$ cat config.mk
export PLATFORM = sky130hd
export DESIGN_NAME = regfile_seq
export DESIGN_NICKNAME = d
export VERILOG_FILES = /design/src/rtl/regfile_seq_pkg.sv /design/src/rtl/regfile_seq_regcode_valid.sv /design/src/rtl/regfile_seq.sv
export SDC_FILE = /design/constraint.sdc
export NUM_CORES = 1
export LEC_CHECK = 0
export ABC_AREA = 1
export CELL_PAD_IN_SITES_DETAIL_PLACEMENT = 0
export CELL_PAD_IN_SITES_GLOBAL_PLACEMENT = 1
export CORE_MARGIN = 2
export CORE_UTILIZATION = 32
export CTS_CLUSTER_SIZE = 12
export DETAILED_ROUTE_END_ITERATION = 10
export PLACE_DENSITY_LB_ADDON = 0.1
export SYNTH_ARGS = -nofsm -noshare
export SYNTH_HDL_FRONTEND = slang
export SYNTH_SLANG_ARGS = --single-unit
$ cat constraint.sdc
create_clock -name clk -period 3.9 [get_ports clk]
set_input_delay 0.585 -clock clk [delete_from_list [all_inputs] [get_ports clk]]
set_output_delay 0.585 -clock clk [all_outputs]
set_load 0.01 [all_outputs]
$ cat src/rtl/regfile_seq_pkg.sv
// Shared definitions for the register-file sequencer: register codes,
// request opcodes and FSM state encodings.
// Optional feature macro: REGSEQ_SWAP_EN (adds the SWAP op and the WR2 state).
package regfile_seq_pkg;

    localparam int         DATA_W   = 64;
    localparam logic [7:0] SEL_IDLE = 8'hFF;

    // Register codes understood by the 10-entry register file
    localparam logic [3:0] RAX = 4'd0;
    localparam logic [3:0] RBX = 4'd1;
    localparam logic [3:0] RCX = 4'd2;
    localparam logic [3:0] RDX = 4'd3;
    localparam logic [3:0] RSI = 4'd4;
    localparam logic [3:0] RDI = 4'd5;
    localparam logic [3:0] RBP = 4'd6;
    localparam logic [3:0] RSP = 4'd7;
    localparam logic [3:0] R8  = 4'd8;
    localparam logic [3:0] R9  = 4'd9;

    localparam int NUM_REGS = 10;

    // All legal codes packed into one vector, entry gi at [4*gi +: 4]
    localparam logic [4*NUM_REGS-1:0] REG_CODE_LIST =
        {R9, R8, RSP, RBP, RDI, RSI, RDX, RCX, RBX, RAX};

    typedef enum logic [1:0] {
        OP_READ2 = 2'd0,
        OP_WRITE = 2'd1,
        OP_MOVE  = 2'd2,
        OP_SWAP  = 2'd3
    } op_t;

    typedef enum logic [2:0] {
        ST_IDLE = 3'd0,
        ST_RD   = 3'd1,
        ST_WR1  = 3'd2,
`ifdef REGSEQ_SWAP_EN
        ST_WR2  = 3'd3,
`endif
        ST_RESP = 3'd4
    } state_t;

endpackage

$ cat src/rtl/regfile_seq_regcode_valid.sv
// Register-code checker: flags whether a 4-bit code names one of the
// ten registers of the register file.
module regcode_valid
    import regfile_seq_pkg::*;
(
    input  logic [3:0] code,
    output logic       valid
);

    logic [NUM_REGS-1:0] hit;

    generate
        for (genvar gi = 0; gi < NUM_REGS; gi++) begin : g_match
            assign hit[gi] = (code == REG_CODE_LIST[4*gi +: 4]);
        end
    endgenerate

    assign valid = |hit;

endmodule

$ cat src/rtl/regfile_seq.sv
// Register-file sequencer: accepts READ2 / WRITE / MOVE / SWAP requests,
// drives the register-file port cycles and returns a registered response.
// Optional feature macro: REGSEQ_SWAP_EN (SWAP support with a WR2 cycle);
// without it op 3 is answered with an error.
module regfile_seq
    import regfile_seq_pkg::*;
#(
    parameter int         W        = DATA_W,
    parameter logic [7:0] IDLE_SEL = SEL_IDLE
) (
    input  logic         clk,
    input  logic         rst_n,
    input  logic         req_valid,
    output logic         req_ready,
    input  logic [1:0]   req_op,
    input  logic [3:0]   req_ra,
    input  logic [3:0]   req_rb,
    input  logic [W-1:0] req_wdata,
    output logic         rsp_valid,
    input  logic         rsp_ready,
    output logic [W-1:0] rsp_a,
    output logic [W-1:0] rsp_b,
    output logic         rsp_err,
    output logic [7:0]   rf_sel,
    output logic         rf_load,
    output logic [W-1:0] rf_d,
    input  logic [W-1:0] rf_a,
    input  logic [W-1:0] rf_b
);

    state_t     state_reg;
    op_t        op_reg;
    logic [3:0] rb_reg;
`ifdef REGSEQ_SWAP_EN
    logic [3:0] ra_reg;
`endif

    logic ra_ok;
    logic rb_ok;
    logic req_bad;

    regcode_valid u_ra_valid (.code(req_ra), .valid(ra_ok));
    regcode_valid u_rb_valid (.code(req_rb), .valid(rb_ok));

    // Decide whether the presented request must be rejected (bad code or unsupported op)
    always_comb begin
        req_bad = 1'b0;
        case (op_t'(req_op))
            OP_READ2: req_bad = !(ra_ok && rb_ok);
            OP_WRITE: req_bad = !rb_ok;
            OP_MOVE:  req_bad = !(ra_ok && rb_ok);
`ifdef REGSEQ_SWAP_EN
            OP_SWAP:  req_bad = !(ra_ok && rb_ok);
`else
            OP_SWAP:  req_bad = 1'b1;
`endif
            default:  req_bad = 1'b1;
        endcase
    end

    // Sequencer FSM; every output is a flop updated alongside the state
    always_ff @(posedge clk or negedge rst_n) begin
        if (!rst_n) begin
            state_reg <= ST_IDLE;
            op_reg    <= OP_READ2;
            rb_reg    <= '0;
`ifdef REGSEQ_SWAP_EN
            ra_reg    <= '0;
`endif
            req_ready <= 1'b1;
            rsp_valid <= 1'b0;
            rsp_a     <= '0;
            rsp_b     <= '0;
            rsp_err   <= 1'b0;
            rf_sel    <= IDLE_SEL;
            rf_load   <= 1'b0;
            rf_d      <= '0;
        end else begin
            case (state_reg)
                ST_IDLE: begin
                    if (req_valid) begin
                        req_ready <= 1'b0;
                        op_reg    <= op_t'(req_op);
                        rb_reg    <= req_rb;
`ifdef REGSEQ_SWAP_EN
                        ra_reg    <= req_ra;
`endif
                        if (req_bad) begin
                            // Rejected: answer immediately without touching the file
                            state_reg <= ST_RESP;
                            rsp_valid <= 1'b1;
                            rsp_err   <= 1'b1;
                            rsp_a     <= '0;
                            rsp_b     <= '0;
                        end else if (op_t'(req_op) == OP_WRITE) begin
                            state_reg <= ST_WR1;
                            rsp_err   <= 1'b0;
                            rf_sel    <= {4'hF, req_rb};
                            rf_load   <= 1'b1;
                            rf_d      <= req_wdata;
                            rsp_a     <= req_wdata;
                            rsp_b     <= '0;
                        end else begin
                            state_reg <= ST_RD;
                            rsp_err   <= 1'b0;
                            rf_sel    <= {req_ra, req_rb};
                        end
                    end
                end
                ST_RD: begin
                    // Old A/B values double as response data and as write-back sources
                    rsp_a <= rf_a;
                    rsp_b <= rf_b;
                    if (op_reg == OP_READ2) begin
                        state_reg <= ST_RESP;
                        rf_sel    <= IDLE_SEL;
                        rsp_valid <= 1'b1;
                    end else begin
                        state_reg <= ST_WR1;
                        rf_sel    <= {4'hF, rb_reg};
                        rf_d      <= rf_a;
                        rf_load   <= 1'b1;
                    end
                end
                ST_WR1: begin
`ifdef REGSEQ_SWAP_EN
                    if (op_reg == OP_SWAP) begin
                        // Second half of the swap: old B (held in rsp_b) goes to ra
                        state_reg <= ST_WR2;
                        rf_sel    <= {4'hF, ra_reg};
                        rf_d      <= rsp_b;
                        rf_load   <= 1'b1;
                    end else
`endif
                    begin
                        state_reg <= ST_RESP;
                        rf_sel    <= IDLE_SEL;
                        rf_load   <= 1'b0;
                        rsp_valid <= 1'b1;
                    end
                end
`ifdef REGSEQ_SWAP_EN
                ST_WR2: begin
                    state_reg <= ST_RESP;
                    rf_sel    <= IDLE_SEL;
                    rf_load   <= 1'b0;
                    rsp_valid <= 1'b1;
                end
`endif
                ST_RESP: begin
                    if (rsp_ready) begin
                        state_reg <= ST_IDLE;
                        rsp_valid <= 1'b0;
                        req_ready <= 1'b1;
                    end
                end
                default: begin
                    state_reg <= ST_IDLE;
                    req_ready <= 1'b1;
                    rsp_valid <= 1'b0;
                    rf_sel    <= IDLE_SEL;
                    rf_load   <= 1'b0;
                end
            endcase
        end
    end

endmodule

# Word level (Yosys, flattened, before mapping)
# Index checks and enable logic that the tools add are counted.
[totals] regBits=213 input_bits=206
[op_classes] n_eq_ne=32 n_mux=38 bitwise_logic=2 n_reduce_logical=21
[ops] operator="$mux W64" count=9
[ops] operator="$pmux W64 S2" count=3
[ops] operator="$eq A4 B3 Y1 const B" count=8
[ops] operator="$mux W8" count=3
[ops] operator="$pmux W8 S3" count=1
[ops] operator="$reduce_or A10 Y1" count=2
[ops] operator="$eq A4 B2 Y1 const B" count=4
[ops] operator="$eq A4 B4 Y1 const B" count=4
[ops] operator="$ne A2 B2 Y1 const B" count=7
[ops] operator="$mux W3" count=4
[ops] operator="$pmux W3 S4" count=1
[ops] operator="$mux W1" count=11
[ops] operator="$reduce_and A5 Y1" count=2
[ops] operator="$pmux W1 S3" count=3
[ops] operator="$reduce_and A3 Y1" count=3
[ops] operator="$eq A4 B1 Y1 const B" count=2
[ops] operator="$logic_not A4 Y1" count=2
[ops] operator="$eq A2 B2 Y1 const B" count=2
[ops] operator="$logic_not A2 Y1" count=2
[ops] operator="$mux W4" count=1
[ops] operator="$pmux W1 S4" count=1
[ops] operator="$reduce_and A2 Y1" count=2
[ops] operator="$reduce_and A4 Y1" count=1
[ops] operator="$reduce_or A2 Y1" count=2
[ops] operator="other kinds (11)" count=13

# Logic depth before layout (Yosys ltp)
[logic_depth] depth_word=8 depth_mapped=12 depth_no_buf=10

# Hierarchy
# A second synthesis with hierarchy kept.
[hier_totals] hier_cells=1235 hier_area_um2=9530.4
[modules_own_cells] mod="regfile_seq" instances=1 cells_per_inst=1233 area_per_inst_um2=9520.4 seq_area_each_um2=5341.4
[modules_own_cells] mod="regcode_valid" instances=2 cells_per_inst=1 area_per_inst_um2=5.0 seq_area_each_um2=0.0

# Least setup slack after synthesis
# OpenSTA, ideal clock, no wires.
[synth_timing] path_type="input to register" start="input req_rb[2]" end="register rsp_a[50]" setup_ps=133 t_arrival_ps=1534 required_time_ps=3767 slack_ps=2233 path_stages=6 n_path_buf=2 path_cell_list="o21ai_0 > nand4_1 > nand2_2 > buf_4 > clkbuf_1 > o21ai_0"
[synth_between] elab_chain_cells=8 word_cells_on_any_way=20 cone_classes="eq/ne: 10; mux: 4; reduce/logical: 6"
[synth_rtl] element="from (decl)" line="regfile_seq.sv:17" rtl="input logic [3:0] req_rb,"
[synth_rtl] element="$eq A4 B1 Y1 (tied with other cells)" line="regfile_seq_regcode_valid.sv:14" rtl="assign hit[gi] = (code == REG_CODE_LIST[4*gi +: 4]);"
[synth_rtl] element="$reduce_or A10 Y1 (*)" line="regfile_seq_regcode_valid.sv:18" rtl="assign valid = |hit;"
[synth_rtl] element="$logic_and A1 B1 Y1" line="regfile_seq.sv:49, regfile_seq.sv:51"
[synth_rtl] element="$logic_not A1 Y1" line="regfile_seq.sv:49, regfile_seq.sv:51"
[synth_rtl] element="$pmux W1 S3 (*)" line="regfile_seq.sv:48" rtl="case (op_t'(req_op))"
[synth_rtl] element="$mux W64" line="regfile_seq.sv:88" rtl="if (req_bad) begin"
[synth_rtl] element="$mux W64" line="regfile_seq.sv:81" rtl="if (req_valid) begin"
[synth_rtl] element="$pmux W64 S2" line="regfile_seq.sv:79" rtl="case (state_reg)"
[synth_rtl] element="to (signal assigned)" line="regfile_seq.sv:101" rtl="rsp_a <= req_wdata;"
[synth_rtl] element="to (signal assigned)" line="regfile_seq.sv:112" rtl="rsp_a <= rf_a;"
[synth_rtl] element="to (decl)" line="regfile_seq.sv:21" rtl="output logic [W-1:0] rsp_a,"
# Mark *: on every way between the ends. The rest lies on a longest branch, timed or not. The select of a mux whose other input is x is not followed.
# A chain may end at the register's enable or synchronous reset.

# Worst setup path in the final report
[layout_timing] start="input req_rb[2]" end="register rsp_a[40]"
# Same word-level chain as after synthesis.

==> impl_metrics.yaml <==
finish:
  area.sequential_mm2: 0.005341
  syn2layout_area_growth_pct: 55.21
  drive_above_1_share: 0.04610
  fin_area_mm2: 0.01463
  multi_input_area_mm2: 0.003640
  nets: 1815
  fin_cells: 2011
  reg_top3: "rf_d (64), rsp_a (64), rsp_b (64)"
  antenna_cells: 0
  layout_common_cells: "803 x nand2_1, 408 x clkdlybuf4s50_1, 204 x dfrtp_1"
  fill_cells: 2870
  layout_commonest_cell: "nand2_1"
floorplanning:
  die_x_um: 175.6
  die-area_mm2: 0.03084
  placementRows: 62
  core-area_mm2: 0.02886
  start_util: 0.3265
  die_h_um: 175.6
  ios: 410
sta:
  finalSetupViolations: 0
  final_max_slew_viol_count: 0
  final.setup.worst_slack_ns: 1.449
  fin_crit_sh: 0.6285
  tightest_slew_ns: 0.9283
  clock.fmax_mhz: 407.9
  layout_min_cycle_time_ns: 2.451
  rsz0062_at_grt: "no"
  finClkSkew_ns: 0.01429
  hold_ws_ns: 0.05896
  final_hold_viol_count: 0
  tns_ns: 0
  relSlewSlack: 0.3802
setup_path:
  crit_arrival_ns: 2.83
  path_cells: "clkdlybuf4s50_1 > o21ai_0 > nand4_1 > nand2_8 > buf_4 > o21ai_0"
  worst_ep_required_time_ns: 4.28
  critPathTopFamily: "buffers and inverters"
  cp_common_cell: "o21ai_0"
  crit_type: "primary input to flop"
  startpoint_type: "primary input"
  critPathMaxStageDelay_ns: 0.43
  crit_buf_inv: 2
  cp_max_fo: 80
  slowest_stage: "o21ai_0"
  end_kind: "flop"
clocking:
  cts_root_buffer: "clkbuf_16"
  clk_latency_ns: 0.52
  postCtsSetupBuffers: 0
  clock_path_buffers: 3
  clock-sinks: 213
  cts_made_buffers: 26
  path_clk_slew_ns: 0.06
  cts_tree: "yes"
  ctsResizeCount: 0
  hold_buffers: 0
  cts_max_level: 1
placed_design:
  place_congestion: 0.7886
  placedCellCount: 1965
  dp_slack_ns: 0.9111
  numPortBuffers: 409
  dp_hpwl_um: 22680
  dpl-instance-area_mm2: 0.01377
drt:
  routed_wl_um: 33300
  avgViaCountPerCell: 4.496
  drt_iter0_markers: 458
  first_pass_iters: 5
  via_count: 9041
  routedWlPerCell_um: 16.56
  drc: 0
  ant_nets: 0
global_route:
  grt_pass1_wl_um: 51000
  grt_max_degree: 94
  grt_overflow: 0
  antenna_found_initial: 1
  track_usage: 0.2107
  grt_pass1_vias: 8808
run:
  cap_viol_max_count: 0
logic_synthesis:
  ys_types: 21
  yosysSeqAreaShare: 0.5669
  ys_ff_latch: 213
  synth_edf_count: 0
  async_flop_share: 1.000
  netlist_area_mm2: 0.009423
  syn_inst: 1222
  ys.flop_type: "dfrtp_1"
  syn-num-nets: 1428
  ys.warnings.count: 0
  syn_avg_cell_area_um2: 7.711
power_and_ir_drop:
  combPwrFrac: 0.444
  seq_power_share: 0.332
  peakVddDrop_mv: 0.4294
  leakagePower_nw: 7.331
  power.internal_mw: 6.776
  switching_share: 0.3729
  p_per_area_mw_per_mm2: 738.7
  p_clk_frac: 0.224
  p_switching_mw: 4.029
status:
  status: "complete, no violations"
worst_hold_path:
  hp-class: "primary input to async pin"
==> final cells by class <==
type / count / area share
Multi-Input combinational cell: 924 / 0.2489
Clock buffer: 39 / 0.05270
Inverter: 21 / 0.005390
Timing Repair Buffer: 423 / 0.2892
Clock inverter: 7 / 0.005817
Sequential cell: 213 / 0.3652
Tap cell: 384 / 0.03285
==> routing by layer <==
| layer | routed length (µm) | vias up | track usage |
|---|---|---|---|
| met2 | 15730 | 305 | 0.3509 |
| li1 | - | 4517 | - |
| met4 | 746 | 0 | 0.05613 |
| met1 | 13990 | 4175 | 0.2685 |
| met3 | 2833 | 44 | 0.06147 |
| met5 | 0 | - | 0 |
==> cell families after synthesis <==
| kind of cell | Yosys count | synth area share |
|---|---|---|
| AOI/OAI and AO/OA | 92 | 0.04886 |
| buffers and inverters | 85 | 0.04886 |
| DFF | 213 | 0.5669 |
| and+or+nand+nor | 832 | 0.3354 |
==> synthesized netlist by cell type (3+ instances only) <==
master	n	area (µm²)
buf_2	17	85.08
buf_4	11	82.58
buf_6	10	112.6
clkbuf_1	21	78.83
clkbuf_2	3	15.01
dfrtp_1	204	5105
dfstp_2	9	236.5
inv_1	15	56.30
inv_2	6	22.52
nand2_1	805	3022
nand3_1	3	15.01
nor2_1	15	56.30
nor3_1	3	15.01
o21ai_0	88	440.4
==> worst paths after layout <==
kind / from / to / slack, ns / depth (start not counted)
setup / recovery: req_rb[2] / rsp_a[40] / 1.45 / 6
hold / removal: rst_n / rsp_b[10] / 0.06 / 1
setup reg to reg: state_reg[1] / rsp_a[40] / 1.64 / 7
hold reg to reg: rsp_b[57] / rsp_b[57] / 0.47 / 2
max in group asynchronous: rst_n / rsp_a[18] / 2.78 / 2
min in group clk: rsp_b[57] / rsp_b[57] / 0.47 / 2
==> power groups by stage <==
stage | combinational (mW) | clock (mW) | sequential, mW
floorplan | 1.98 | 0 | 3.96
global placement | 4.83 | 0 | 3.60
detailed placement | 4.87 | 0 | 3.61
CTS | 4.89 | 2.49 | 3.59
global route | 5.29 | 2.59 | 3.71
finish | 4.79 | 2.42 | 3.59
==> per-stage QoR <==
step,power (mW),util
2_1_floorplan,5.947,-
5_1_grt,11.58,0.5068
4_1_cts,10.97,0.5068
6_report,10.80,0.5068
3_3_place_gp,8.427,0.4772
3_5_place_dp,8.476,0.4772
Note: power is estimated with default switching activity, not from simulation.
